## src/rtl/alu_control_mc.sv

```systemverilog
// ALU control decoder with registered result and iterative shift-add multiply.
// Valid/ready handshake on both the request and result sides.
module alu_control_mc #(
  parameter int WIDTH  = 32,
  parameter int FUNC_W = 6,
  parameter int CNT_W  = $clog2(WIDTH + 1)
) (
  input  logic              clock,
  input  logic              reset,
  input  logic              in_valid,
  output logic              in_ready,
  input  logic [1:0]        ALUOp,
  input  logic [FUNC_W-1:0] FuncCode,
  input  logic [WIDTH-1:0]  a,
  input  logic [WIDTH-1:0]  b,
  output logic              out_valid,
  input  logic              out_ready,
  output logic [WIDTH-1:0]  result,
  output logic              zero,
  output logic              err,
  output logic [3:0]        ALUCtl
);

  typedef enum logic [1:0] {
    S_IDLE,
    S_MUL,
    S_DONE
  } state_t;

  localparam logic [3:0] C_AND = 4'd0;
  localparam logic [3:0] C_OR  = 4'd1;
  localparam logic [3:0] C_ADD = 4'd2;
  localparam logic [3:0] C_MUL = 4'd3;
  localparam logic [3:0] C_SUB = 4'd6;
  localparam logic [3:0] C_SLT = 4'd7;
  localparam logic [3:0] C_NOR = 4'd12;
  localparam logic [3:0] C_ILL = 4'd15;

  localparam logic [FUNC_W-1:0] F_ADD = FUNC_W'(32);
  localparam logic [FUNC_W-1:0] F_SUB = FUNC_W'(34);
  localparam logic [FUNC_W-1:0] F_AND = FUNC_W'(36);
  localparam logic [FUNC_W-1:0] F_OR  = FUNC_W'(37);
  localparam logic [FUNC_W-1:0] F_NOR = FUNC_W'(39);
  localparam logic [FUNC_W-1:0] F_SLT = FUNC_W'(42);
  localparam logic [FUNC_W-1:0] F_MUL = FUNC_W'(24);

  state_t             state_q;
  logic               in_ready_q;
  logic               out_valid_q;
  logic [WIDTH-1:0]   result_q;
  logic               zero_q;
  logic               err_q;
  logic [3:0]         ctl_q;
  logic [WIDTH-1:0]   acc_q;
  logic [WIDTH-1:0]   mcand_q;
  logic [WIDTH-1:0]   mplier_q;
  logic [CNT_W-1:0]   cnt_q;

  logic [3:0]         ctl_d;
  logic [WIDTH-1:0]   alu_d;
  logic               err_d;
  logic               slt_d;
  logic [WIDTH-1:0]   sum_d;

  always_comb begin
    ctl_d = C_ILL;
    unique case (ALUOp)
      2'b00: ctl_d = C_ADD;
      2'b01: ctl_d = C_SUB;
      2'b10: begin
        case (FuncCode)
          F_ADD:   ctl_d = C_ADD;
          F_SUB:   ctl_d = C_SUB;
          F_AND:   ctl_d = C_AND;
          F_OR:    ctl_d = C_OR;
          F_NOR:   ctl_d = C_NOR;
          F_SLT:   ctl_d = C_SLT;
          F_MUL:   ctl_d = C_MUL;
          default: ctl_d = C_ILL;
        endcase
      end
      default: ctl_d = C_ILL;
    endcase
  end

  always_comb begin
    slt_d = $signed(a) < $signed(b);
    alu_d = '0;
    err_d = 1'b0;
    case (ctl_d)
      C_ADD:   alu_d = a + b;
      C_SUB:   alu_d = a - b;
      C_AND:   alu_d = a & b;
      C_OR:    alu_d = a | b;
      C_NOR:   alu_d = ~(a | b);
      C_SLT:   alu_d = {{(WIDTH-1){1'b0}}, slt_d};
      C_MUL:   alu_d = '0;
      default: err_d = 1'b1;
    endcase
  end

  // One partial-product step; the final step's sum is the result.
  assign sum_d = acc_q + (mplier_q[0] ? mcand_q : '0);

  always_ff @(posedge clock) begin
    if (reset) begin
      state_q     <= S_IDLE;
      in_ready_q  <= 1'b1;
      out_valid_q <= 1'b0;
      result_q    <= '0;
      zero_q      <= 1'b0;
      err_q       <= 1'b0;
      ctl_q       <= '0;
      acc_q       <= '0;
      mcand_q     <= '0;
      mplier_q    <= '0;
      cnt_q       <= '0;
    end else begin
      unique case (state_q)
        S_IDLE: begin
          if (in_valid) begin
            ctl_q      <= ctl_d;
            in_ready_q <= 1'b0;
            if (ctl_d == C_MUL) begin
              mcand_q  <= a;
              mplier_q <= b;
              acc_q    <= '0;
              cnt_q    <= CNT_W'(WIDTH);
              err_q    <= 1'b0;
              state_q  <= S_MUL;
            end else begin
              result_q    <= alu_d;
              zero_q      <= (alu_d == '0);
              err_q       <= err_d;
              out_valid_q <= 1'b1;
              state_q     <= S_DONE;
            end
          end
        end
        S_MUL: begin
          acc_q    <= sum_d;
          mcand_q  <= mcand_q << 1;
          mplier_q <= mplier_q >> 1;
          cnt_q    <= cnt_q - 1'b1;
          if (cnt_q == CNT_W'(1)) begin
            result_q    <= sum_d;
            zero_q      <= (sum_d == '0);
            out_valid_q <= 1'b1;
            state_q     <= S_DONE;
          end
        end
        S_DONE: begin
          if (out_ready) begin
            out_valid_q <= 1'b0;
            in_ready_q  <= 1'b1;
            state_q     <= S_IDLE;
          end
        end
        default: state_q <= S_IDLE;
      endcase
    end
  end

  assign in_ready  = in_ready_q;
  assign out_valid = out_valid_q;
  assign result    = result_q;
  assign zero      = zero_q;
  assign err       = err_q;
  assign ALUCtl    = ctl_q;

endmodule

```

## config.mk

```make
export PLATFORM = sky130hd
export DESIGN_NAME = alu_control_mc
export DESIGN_NICKNAME = d
export VERILOG_FILES = /design/src/rtl/alu_control_mc.sv
export SDC_FILE = /design/constraint.sdc
export NUM_CORES = 1
export LEC_CHECK = 0
export CORE_MARGIN = 2
export CORE_UTILIZATION = 40
export DETAILED_ROUTE_END_ITERATION = 16
export HOLD_SLACK_MARGIN = 0.12
export PLACE_DENSITY_LB_ADDON = 0.3
export SYNTH_ARGS = -nofsm -noshare
export SYNTH_HDL_FRONTEND = slang
export SYNTH_SLANG_ARGS = --single-unit
```

## constraint.sdc

```tcl
create_clock -name clock -period 4 [get_ports clock]
set_input_delay 1 -clock clock [delete_from_list [all_inputs] [get_ports clock]]
set_output_delay 1 -clock clock [all_outputs]
set_load 0.01 [all_outputs]
```

# --- Yosys cells after proc, flatten, opt, wreduce, memory -nomap -nowiden ---
# Cells that the tools add are included.
totals:
  output_inout_bits: 40
  inputBits: 76
  register_bits: 144
  elab_cells: 96
op_classes:
  add_sub_neg: 4
  bitwise_logic: 3
  mux: 39
  eq_ne: 23
  n_lt_le_gt_ge: 1
  reduce_logical: 15
ops:
  columns: ["cell", "count"]
  rows:
  - ["$mux 32", 10]
  - ["$pmux 32 s2", 4]
  - ["$pmux 32 s6", 1]
  - ["$add 32x32->32", 2]
  - ["$logic_not 32->1", 2]
  - ["$eq 6x6->1 const B", 6]
  - ["$and 32x32->32", 1]
  - ["$lt 32x32->1", 1]
  - ["$not 32->32", 1]
  - ["$or 32x32->32", 1]
  - ["$sub 32x32->32", 1]
  - ["$pmux 4 s7", 1]
  - ["$mux 6", 2]
  - ["$pmux 4 s3", 1]
  - ["$pmux 6 s2", 1]
  - ["$mux 1", 11]
  - ["$ne 2x2->1 const B", 5]
  - ["$reduce_and 3->1", 3]
  - ["$eq 4x2->1 const B", 2]
  - ["$eq 4x3->1 const B", 2]
  - ["$mux 2", 4]
  - ["$eq 6x1->1 const B", 1]
  - ["$eq 6x5->1 const B", 1]
  - ["$pmux 2 s3", 1]
  - ["15 further kinds", 20]

# --- Depth between registers and ports, before layout ---
# Gate-level depths: netlist (run 1).
depth:
  word_depth: 9
  depth_mapped: 16
  mapped_depth_nobuf: 16

# --- Least setup slack after synthesis (run 1) ---
# No wires, ideal clock.
synth_timing:
  kind: "input to register"
  from: "in a[0]"
  to: "reg zero_q, in the netlist zero"
  setup_ns: 0.087
  t_arrival_ns: 3.945
  path_stages: 16
  required_ns: 3.913
  path_buffers: 0
  setup_slack_ns: -0.032
  path_cell_list: "inv_1 -> ha_1 -> inv_1 -> fa_1 -> nand2b_1 -> a21oi_2 -> o31a_4 -> o211a_4 -> a211oi_2 -> o221a_1 -> o211ai_1 -> a2111oi_2 -> nand4_1 -> nor4_1 -> a31oi_1 -> o31ai_1"
synth_via:
  elab_chain_len: 7
  word_cells_on_any_way: 11
  cone_classes: "add/sub (2); order compare (1); mux (4); bitwise (3); reduce/logical (1)"
synth_rtl:
  columns: ["element", "line_no", "rtl"]
  rows:
  - ["start, declared", "14", "input logic [WIDTH-1:0] a,"]
  - ["parallel branches: the longest is 2 deep, another holds $sub 32x32->32", null, null]
  - ["$pmux 32 s6 *", "90", "case (ctl_d)"]
  - ["$logic_not 32->1 *", "133", "zero_q <= (alu_d == '0);"]
  - ["$mux 1 *", "124", "if (ctl_d == C_MUL) begin"]
  - ["$mux 1 *", "121", "if (in_valid) begin"]
  - ["$pmux 1 s2 *", "119", "unique case (state_q)"]
  - ["end signal, assigned", "133", null]
  - ["end signal, assigned", "147", "zero_q <= (sum_d == '0);"]
  - ["end, declared", "51", "logic zero_q;"]
# Every way passes the cells marked *. The select of a mux whose other input is x is not followed.
# A chain may end at the register's enable or synchronous reset.

# --- Worst setup path after layout (run 1) ---
layout_timing:
  from: "in a[4]"
  to: "reg result_q[18], in the netlist result[18]"
layout_via:
  elab_chain_len: 5
  word_cells_on_any_way: 6
  cone_classes: "add/sub (2); mux (4)"
layout_rtl:
  columns: ["element", "line_no", "rtl"]
  rows:
  - ["$sub 32x32->32 or $add 32x32->32 (tied branches)", "92, 91", null]
  - ["$pmux 32 s6 *", "90", null]
  - ["$mux 32 *", "124", null]
  - ["$mux 32 *", "121", null]
  - ["$pmux 32 s2 *", "119", null]
  - ["end signal, assigned", "132", "result_q <= alu_d;"]
  - ["end signal, assigned", "146", "result_q <= sum_d;"]
  - ["end, declared", "50", "logic [WIDTH-1:0] result_q;"]
# Mark *: on every way between the ends. The rest lies on a longest branch, timed or not. The select of a mux whose other input is x is not followed.

==> results.yml, run 1 <==
outcome:
  status: "completed"
placement:
  place_ws_ns: -1.01
  dpl.hpwl_um: 41700
  finalWeightedCongestion: 0.956
  placedCellCount: 2677
  port_buffers: 115
drt:
  post_drt_wl_per_cell_um: 19.5
  drtPass1Iterations: 6
  drtAntennaViolNets: 0
  drt-total-wl_um: 53600
  via_per_inst: 5.69
  drt_iter0_drc: 1330
  drc: 0
  num_vias: 15667
global_routing:
  grt_max_degree: 76
  track_usage: 0.290
  gr-total-overflow: 0
  antenna_found_initial: 3
  grt_pass1_vias: 14755
  grt_pass1_wl_um: 81700
final_layout:
  area_growth_pct: 45.1
  fin_util: 0.592
  stdcell_count: 2755
  drive_above_1_share: 0.299
  nets: 2506
  antenna_cells: 0
synthesis:
  yosysUniqueCellTypes: 99
  synthArstFlopShare: 0
  yosysTopAreaCell: "dfxtp_1"
  synth_top_area_share: 0.210
  ys_top_cells_by_area: "dfxtp_1 (21%), ha_1 (12%), nor2_1 (6.0%)"
  ys_ff_latch: 144
  synth-edff-count: 0
  syn_area_um2: 13800
  syn_inst: 1860
  ys.flop_type: "dfxtp_1"
  yosysWarnings: 0
  avgSynthCellArea_um2: 7.39
  syn_nets: 2072
  seq_area_frac_synth: 0.210
clock_tree:
  cts_buffers: 17
  clkLatencyLatePin_ns: 0.46
  clock_sinks: 144
  cts.clk_slew.worst_paths_ns: 0.06
  cts-root-buf: "clkbuf_16"
  cts_tree: "yes"
  cts_max_path_buffers: 2
  cts.htree.levels: 4
  postCtsHoldBufs: 0
floorplanning:
  start_util: 0.408
  dieHeight_um: 189
  die_w_um: 189
  dieArea_um2: 35900
  io-pin-count: 116
  rows: 67
  core_um2: 33700
sta:
  period_minus_slack_ns: 3.93
  setup_ws_ns: 0.0677
  drv_slew: 0
  fin_skew_ns: 0.0160
  max_freq_mhz: 254
  worstMarginPinSlew_ns: 0.933
  finalSetupViolCount: 0
  fin_setup_tns_ns: 0
  worst_slew_margin_rel: 0.378
  post-route-period-util: 0.983
  finalHoldViolations: 0
power:
  power_density_nw_per_um2: 254
  p_leak_nw: 8.56
  ir_worst_vdd_uv: 333
setup_path:
  crit_type: "primary input to register"
  crit_chain: "dlygate4sd2_1, buf_4, ha_4, or3_4, o31a_4, o211a_4, buf_4, or4_1, and4b_1, buf_4, buf_4, or2_1, a311oi_1"
  required_ns: 4.36
  arrival_ns: 4.29
  cpPeakStageDelay_ns: 0.53
  crit_slowest_cell: "or4_1"
  crit_fanout: 5
  end_kind: "register"
  startpoint_type: "primary input"
  cpMostUsedCell: "buf_4"
worst_hold_path:
  holdCritPathClass: "register to register"
job:
  maxCapViolCount: 0
where the power goes:
group	internal [mW]	switching, mW
Sequential	1.47	0.0237
Combinational	0.953	1.00
Clock	0.832	0.780
cell type report:
class                           instances  area [um2]
Clock buffer                           18         439
Clock inverter                         14         120
Fill cell                            3138       13700
Inverter                              107         402
Multi-Input combinational cell       1483       11100
Sequential cell                       144        2880
Tap cell                              448         561
Timing Repair Buffer                  541        4440
layout by cell type (no fill, tap or decap), types with 16 or more instances in the layout:
cell             synthesis  final
a211oi_1                99     89
a21o_1                  44     44
a21oi_1                137    123
a22oi_1                 21     16
a31oi_1                 23     21
and2_1                  36     36
buf_4                    1    409
clkbuf_16                0     17
clkdlybuf4s50_1          0     65
dfxtp_1                144    144
dlymetal6s2s_1           0     26
ha_1                   133     97
ha_4                     0     25
inv_1                  107     77
inv_2                    0     30
mux2i_1                 71     71
nand2_1                136    134
nand2b_1                17     16
nand3_1                 50     48
nand4_1                 17     17
nor2_1                 219    214
nor2b_1                 22     20
nor3_1                  40     34
o211ai_1                27     27
o21ai_0                105     94
o21bai_1                20     17
xnor2_1                 29     28
xor2_1                  16     16
worst paths after layout:
path / to / slack (ns) / cells after the start / from
worst min register to register: result[19]$_SDFFE_PP0P_ / 0.45 / 2 / result[19]$_SDFFE_PP0P_
worst min-delay path: result[19]$_SDFFE_PP0P_ / 0.45 / 2 / result[19]$_SDFFE_PP0P_
worst max-delay path: result[18]$_SDFFE_PP0P_ / 0.07 / 13 / a[4]
worst max register to register: zero$_SDFFE_PP0P_ / 0.25 / 16 / mplier_q[0]$_SDFFE_PP0P_
stage by stage:
stage	hold slack [ns]	cell area (um2)	power (mW)
floorplan	0.436	13800	2.32
CTS	0.453	19100	4.91
global placement	0.438	17900	3.19
finish	0.449	20000	5.07
detailed placement	0.444	17900	3.20
global route	0.478	20000	5.27
worst max-delay path: cells and delay by family:
family | cells | cell delay [ns]
AND/OR/NAND/NOR | 4 | 1.41
AO/OA/AOI/OAI | 3 | 0.92
buffers and inverters | 5 | 0.79
adder cells (fa/ha/maj) | 1 | 0.16
cell usage after synthesis, types with 36 or more instances:
cell,instances
a211oi_1,99
a21o_1,44
a21oi_1,137
and2_1,36
clkbuf_1,99
dfxtp_1,144
ha_1,133
inv_1,107
mux2i_1,71
nand2_1,136
nand3_1,50
nor2_1,219
nor3_1,40
o21ai_0,105
registers in the layout, summed over array words and instances, names as in the netlist:
signal,count
cnt_q,6
result,32
ALUCtl,4
state_q,2
acc_q,32
mcand_q,32
in_ready,1
zero,1
err,1
mplier_q,32
out_valid,1
cells by family (layout without fill, tap and decap cells):
logic type                 Yosys count  in the layout  share of synthesized area
and+or+nand+nor                    623            623                      0.218
AOI/OAI and AO/OA                  607            607                      0.301
buffers and inverters              233            680                     0.0654
DFF                                144            144                      0.210
adders and majority gates          136            136                      0.125
muxes                               72             72                     0.0525
xor gates and xnor gates            45             45                     0.0287
layer usage:
| layer | track usage | up-vias | part of all wire |
|---|---|---|---|
| met5 | 0 | - | 0.00024 |
| met1 | 0.409 | 7424 | 0.47 |
| met3 | 0.0456 | 79 | 0.063 |
| met2 | 0.454 | 539 | 0.45 |
| li1 | - | 7623 | - |
| met4 | 0.0820 | 2 | 0.022 |
timing repair:
item,in CTS,in global routing
pin swaps,48,87
setup endpoints to repair,15,15
setup buffers,15,32
resized for setup,131,191
(Power assumes the default switching activity.)
==> run 2, diff against run 1 <==
- REMOVE_ABC_BUFFERS: unset -> 1
==> run 2 against run 1 <==
  * Count of clock-buffer cells in the layout increased by 1
  * Critical path depth rose by 4
  * Non-clock buffer count is 4 higher
  * Via count rose by 1.1%
  * Sequential power about the same
  * Cell count up 0.22%
  * Global-route usage grew 1.1 points
  * Combinational power barely moved
  * Sequential share of layout area is 0.088 points higher
  * Clock skew rose by 0.0036 ns
==> results.yml, run 2 (synthesized netlist as in run 1, its figures left out) <==
sta:
  finalHoldViolations: 0
  period_minus_slack_ns: 3.96
  finalSetupViolCount: 0
  hold_ws_ns: 0.453
  rsz0062_at_grt: "true"
  fin_skew_ns: 0.0196
  post-route-period-util: 0.990
  setup_ws_ns: 0.0390
  max_freq_mhz: 252
  drv_slew: 0
  worstMarginPinSlew_ns: 1.10
  worst_slew_margin_rel: 0.261
floorplanning:
  start_util: 0.408
  dieHeight_um: 189
  rows: 67
  io-pin-count: 116
  die_w_um: 189
  dieArea_um2: 35900
  core_um2: 33700
global_routing:
  antenna_found_initial: 4
  grt_max_degree: 116
  grt_pass1_vias: 15158
  grt_pass1_wl_um: 84800
  track_usage: 0.301
  gr-total-overflow: 0
clock_tree:
  cts.clk_slew.worst_paths_ns: 0.08
  cts_max_path_buffers: 2
  cts-root-buf: "clkbuf_16"
  postCtsHoldBufs: 0
  clkLatencyLatePin_ns: 0.46
  cts.htree.levels: 4
  clock_sinks: 144
  cts_buffers: 17
  cts_tree: "yes"
power:
  power_density_nw_per_um2: 257
  seqPwrFrac: 0.294
  internal-power_mw: 3.35
  pwr-share-comb: 0.380
  swShare: 0.342
  p_leak_nw: 8.54
  p_switching_mw: 1.74
  ir_worst_vdd_uv: 323
  power.share.clock: 0.325
placement:
  dpl.hpwl_um: 42000
  place_ws_ns: -0.975
  port_buffers: 115
  finalWeightedCongestion: 0.998
  placedCellCount: 2688
drt:
  drtPass1Iterations: 7
  drtAntennaViolNets: 0
  num_vias: 15833
  via_per_inst: 5.73
  drt-total-wl_um: 54600
  drc: 0
  post_drt_wl_per_cell_um: 19.8
  drt_iter0_drc: 1447
final_layout:
  drive_above_1_share: 0.292
  final_common_cell: "buf_4"
  nets: 2510
  final_cell_mix: "buf_4 (411), nor2_1 (215), dfxtp_1 (144)"
  stdcell_count: 2761
  area_growth_pct: 44.3
setup_path:
  crit_fanout: 3
  crit_slowest_cell: "or4_4"
  crit_chain: "clkdlybuf4s50_1, buf_4, ha_2, buf_4, a21oi_2, or2_2, a21oi_2, or4_4, a31oi_4, buf_6, mux2i_1, o2111a_1, o2111a_1, nand4_1, nor4_2, a31oi_1, o31ai_1"
  arrival_ns: 4.33
  crit_type: "primary input to register"
  required_ns: 4.37
  end_kind: "register"
  startpoint_type: "primary input"
  cpPeakStageDelay_ns: 0.53
job:
  maxCapViolCount: 0
outcome:
  status: "completed"
worst_hold_path:
  holdCritPathClass: "register to register"
run 2: cell count changes in the layout (fill, tap and decap cells not counted), sizes merged, moves of 2 or more:
cell / previous run / this run
inv: 116 / 110
dlymetal6s2s: 26 / 24
clkdlybuf4s15: 1 / 3
dlygate4sd2: 6 / 3
diode: 0 / 3
clkinv: 2 / 4
buf: 431 / 438
bufinv: 0 / 2
run 2: layout make-up:
class / count / area, um2
multi-input combinational: 1483 / 10900
fill: 3152 / 13900
clock buffer: 19 / 443
antenna: 3 / 7.51
inverter: 107 / 404
clock inverter: 12 / 133
tap: 448 / 561
timing repair buffer: 545 / 4480
sequential: 144 / 2880
run 2: worst paths after layout:
| check | startpoint | endpoint | slack [ns] | cells after the start |
|---|---|---|---|---|
| hold reg to reg | result[19]$_SDFFE_PP0P_ | result[19]$_SDFFE_PP0P_ | 0.45 | 2 |
| hold / removal | result[19]$_SDFFE_PP0P_ | result[19]$_SDFFE_PP0P_ | 0.45 | 2 |
| setup / recovery | a[16] | zero$_SDFFE_PP0P_ | 0.04 | 17 |
| setup reg to reg | mplier_q[0]$_SDFFE_PP0P_ | zero$_SDFFE_PP0P_ | 0.16 | 16 |
run 2: critical path, delay by kind of cell:
family	cells	cell delay [ns]
buffers and inverters	4	0.89
AO/OA/AOI/OAI	7	1.00
multiplexers	1	0.17
adder cells (fa/ha/maj)	1	0.21
AND/OR/NAND/NOR	4	1.05
run 2: power groups by stage:
stage | Sequential [mW] | Combinational [mW] | Clock [mW]
3_5_place_dp | 1.53 | 1.69 | 0
4_1_cts | 1.50 | 1.81 | 1.68
5_1_grt | 1.50 | 2.08 | 1.73
6_report | 1.50 | 1.94 | 1.66
2_1_floorplan | 1.54 | 0.721 | 0
3_3_place_gp | 1.53 | 1.68 | 0
run 2: through the flow:
stage,setup TNS (ns),area [um2],total power [mW],util
floorplan,-375.80,13300,2.27,-
global placement,-11.66,18000,3.22,0.534
detailed placement,-12.70,18000,3.22,0.534
CTS,0,19200,4.99,0.569
global route,-0.173,19800,5.31,0.589
finish,0,19800,5.10,0.589
run 2: per-layer routing:
layer	wire length, um	up-vias	GRT usage
met5	0	-	0
met4	997	0	0.0811
met3	3600	58	0.0424
met2	24900	508	0.486
met1	25100	7651	0.418
li1	-	7616	-
run 2: repair_timing:
item	in CTS	in global routing
gates cloned	0	1
pin swaps	49	62
resized for setup	132	174
hold endpoints to repair	0	0
setup buffers	13	25
endpoints found under the setup margin	15	12
==> run 3, diff against run 2 <==
- CAP_MARGIN: unset -> 20
- CTS_CLUSTER_SIZE: unset -> 30
==> run 3 against run 2 <==
  * Total power about the same
  * Via count down 0.61%
  * Flip-flop and latch count unchanged
  * Critical endpoint unchanged
==> results.yml, run 3 (synthesized netlist as in run 1, its figures left out) <==
final_layout:
  drive_above_1_share: 0.292
  final_cell_mix: "buf_4 (411), nor2_1 (215), dfxtp_1 (144)"
  nets: 2510
  area_growth_pct: 44.3
  fin_util: 0.589
  nFillCells: 3153
  final_common_cell: "buf_4"
power:
  internal-power_mw: 3.35
  power.share.clock: 0.325
  ir_worst_vdd_uv: 319
  swShare: 0.341
  p_switching_mw: 1.74
  power_density_nw_per_um2: 257
  p_leak_nw: 8.54
  pwr-share-comb: 0.380
  seqPwrFrac: 0.295
global_routing:
  grt_max_degree: 116
  grt_pass1_vias: 15158
  grt_pass1_wl_um: 84800
  gr-total-overflow: 0
  antenna_found_initial: 4
  track_usage: 0.301
drt:
  drt_iter0_drc: 1284
  drt-total-wl_um: 54600
  drtAntennaViolNets: 0
  num_vias: 15736
  post_drt_wl_per_cell_um: 19.8
  drtPass1Iterations: 8
  via_per_inst: 5.70
  drc: 0
clock_tree:
  cts.clk_slew.worst_paths_ns: 0.08
  clkLatencyLatePin_ns: 0.45
  cts-root-buf: "clkbuf_16"
  cts.htree.levels: 4
  cts_buffers: 17
  cts_max_path_buffers: 2
  cts_tree: "yes"
  clock_sinks: 144
placement:
  dpl.hpwl_um: 42000
  port_buffers: 115
  finalWeightedCongestion: 0.998
job:
  maxCapViolCount: 0
floorplanning:
  io-pin-count: 116
  core_um2: 33700
  dieArea_um2: 35900
  rows: 67
  dieHeight_um: 189
  die_w_um: 189
  start_util: 0.408
setup_path:
  worstReg2RegEnd: "zero$_SDFFE_PP0P_"
  path_buf_inv: 4
  startpoint_type: "primary input"
  crit_type: "primary input to register"
  cp-startpoint: "a[16]"
  worstReg2RegStart: "mplier_q[0]$_SDFFE_PP0P_"
  rrSetupSlack_ns: 0.18
  required_ns: 4.36
  critPathTopFamily: "simple AND/OR/NAND/NOR gates"
  crit_slowest_cell: "or4_4"
  worstRegToRegCells: 16
  end_kind: "register"
  crit_chain: "clkdlybuf4s50_1, buf_4, ha_2, buf_4, a21oi_2, or2_2, a21oi_2, or4_4, a31oi_4, buf_6, mux2i_1, o2111a_1, o2111a_1, nand4_1, nor4_2, a31oi_1, o31ai_1"
  crit_fanout: 3
  arrival_ns: 4.34
  cpPeakStageDelay_ns: 0.53
  cp_num_cells: 17
sta:
  worst_slew_margin_rel: 0.481
  worstMarginPinSlew_ns: 0.779
  max_freq_mhz: 252
  period_minus_slack_ns: 3.98
  finalHoldViolations: 0
  drv_slew: 0
  rsz0062_at_grt: "true"
  fin_setup_tns_ns: 0
  post-route-period-util: 0.994
  fin_skew_ns: 0.0181
  finalSetupViolCount: 0
worst_hold_path:
  hold_end: "result[19]$_SDFFE_PP0P_"
  min-delay-start: "result[19]$_SDFFE_PP0P_"
  min_path_cells: 2
  holdCritPathClass: "register to register"
outcome:
  status: "completed"
[run 3: layout make-up]
type | instances | area, um2 | area share
flip-flops and latches | 144 | 2880 | 0.145
well taps | 448 | 561 | 0.0283
clock buffers | 19 | 443 | 0.0223
repair buffers | 545 | 4480 | 0.226
diodes | 3 | 7.51 | 0.000378
inverters | 107 | 404 | 0.0204
clock inverters | 12 | 133 | 0.00669
multi-input cells | 1483 | 10900 | 0.551
[run 3: routing by layer]
layer	vias to the layer above	track usage	wire length [um]
met3	60	0.0424	3400
met1	7540	0.418	25300
met5	-	0	0
met4	0	0.0811	1080
met2	505	0.486	24900
li1	7631	-	-
[run 3: worst max-delay path by stage]
| stage | to | slack, ns |
|---|---|---|
| after floorplan | cnt_q[4]$_SDFFE_PP0P_ | -3.97 |
| after global placement | zero$_SDFFE_PP0P_ | -0.86 |
| after detailed placement | zero$_SDFFE_PP0P_ | -0.98 |
| after CTS | zero$_SDFFE_PP0P_ | 0.003 |
| after global routing | zero$_SDFFE_PP0P_ | -0.15 |
| final | zero$_SDFFE_PP0P_ | 0.02 |
[run 3: worst register-to-register path: cells and delay by family (launching register included)]
kind | cells | cell delay (ns)
xor gates and xnor gates | 1 | 0.24
DFF | 1 | 0.43
buffers and inverters | 2 | 0.39
AOI/OAI and AO/OA | 6 | 1.25
and+or+nand+nor | 6 | 1.14
adders and majority gates | 1 | 0.30
[run 3: power groups by stage]
stage	registers, mW	clock network, mW	logic [mW]
after floorplan	1.54	0	0.721
after global placement	1.53	0	1.68
after detailed placement	1.53	0	1.69
after CTS	1.50	1.68	1.81
after global routing	1.50	1.73	2.08
final	1.50	1.65	1.94
[run 3: per-stage QoR]
step           setup WS (ns)  power (mW)  hold WS, ns  cell area [um2]  cells
3_5_place_dp          -0.975        3.22        0.450            18000   2688
4_1_cts              0.00279        4.99        0.460            19200   2732
3_3_place_gp          -0.863        3.22        0.443            18000   2688
5_1_grt               -0.154        5.31        0.478            19800   2760
2_1_floorplan          -3.97        2.27        0.430            13300   1734
6_report              0.0244        5.09        0.453            19800   2761
[run 3: timing repair]
item	in CTS	in global routing
cloned	0	1
pin swaps	49	61
hold buffers	0	0
setup buffers	13	24
resized for setup	132	174
endpoints found under the setup margin	15	12
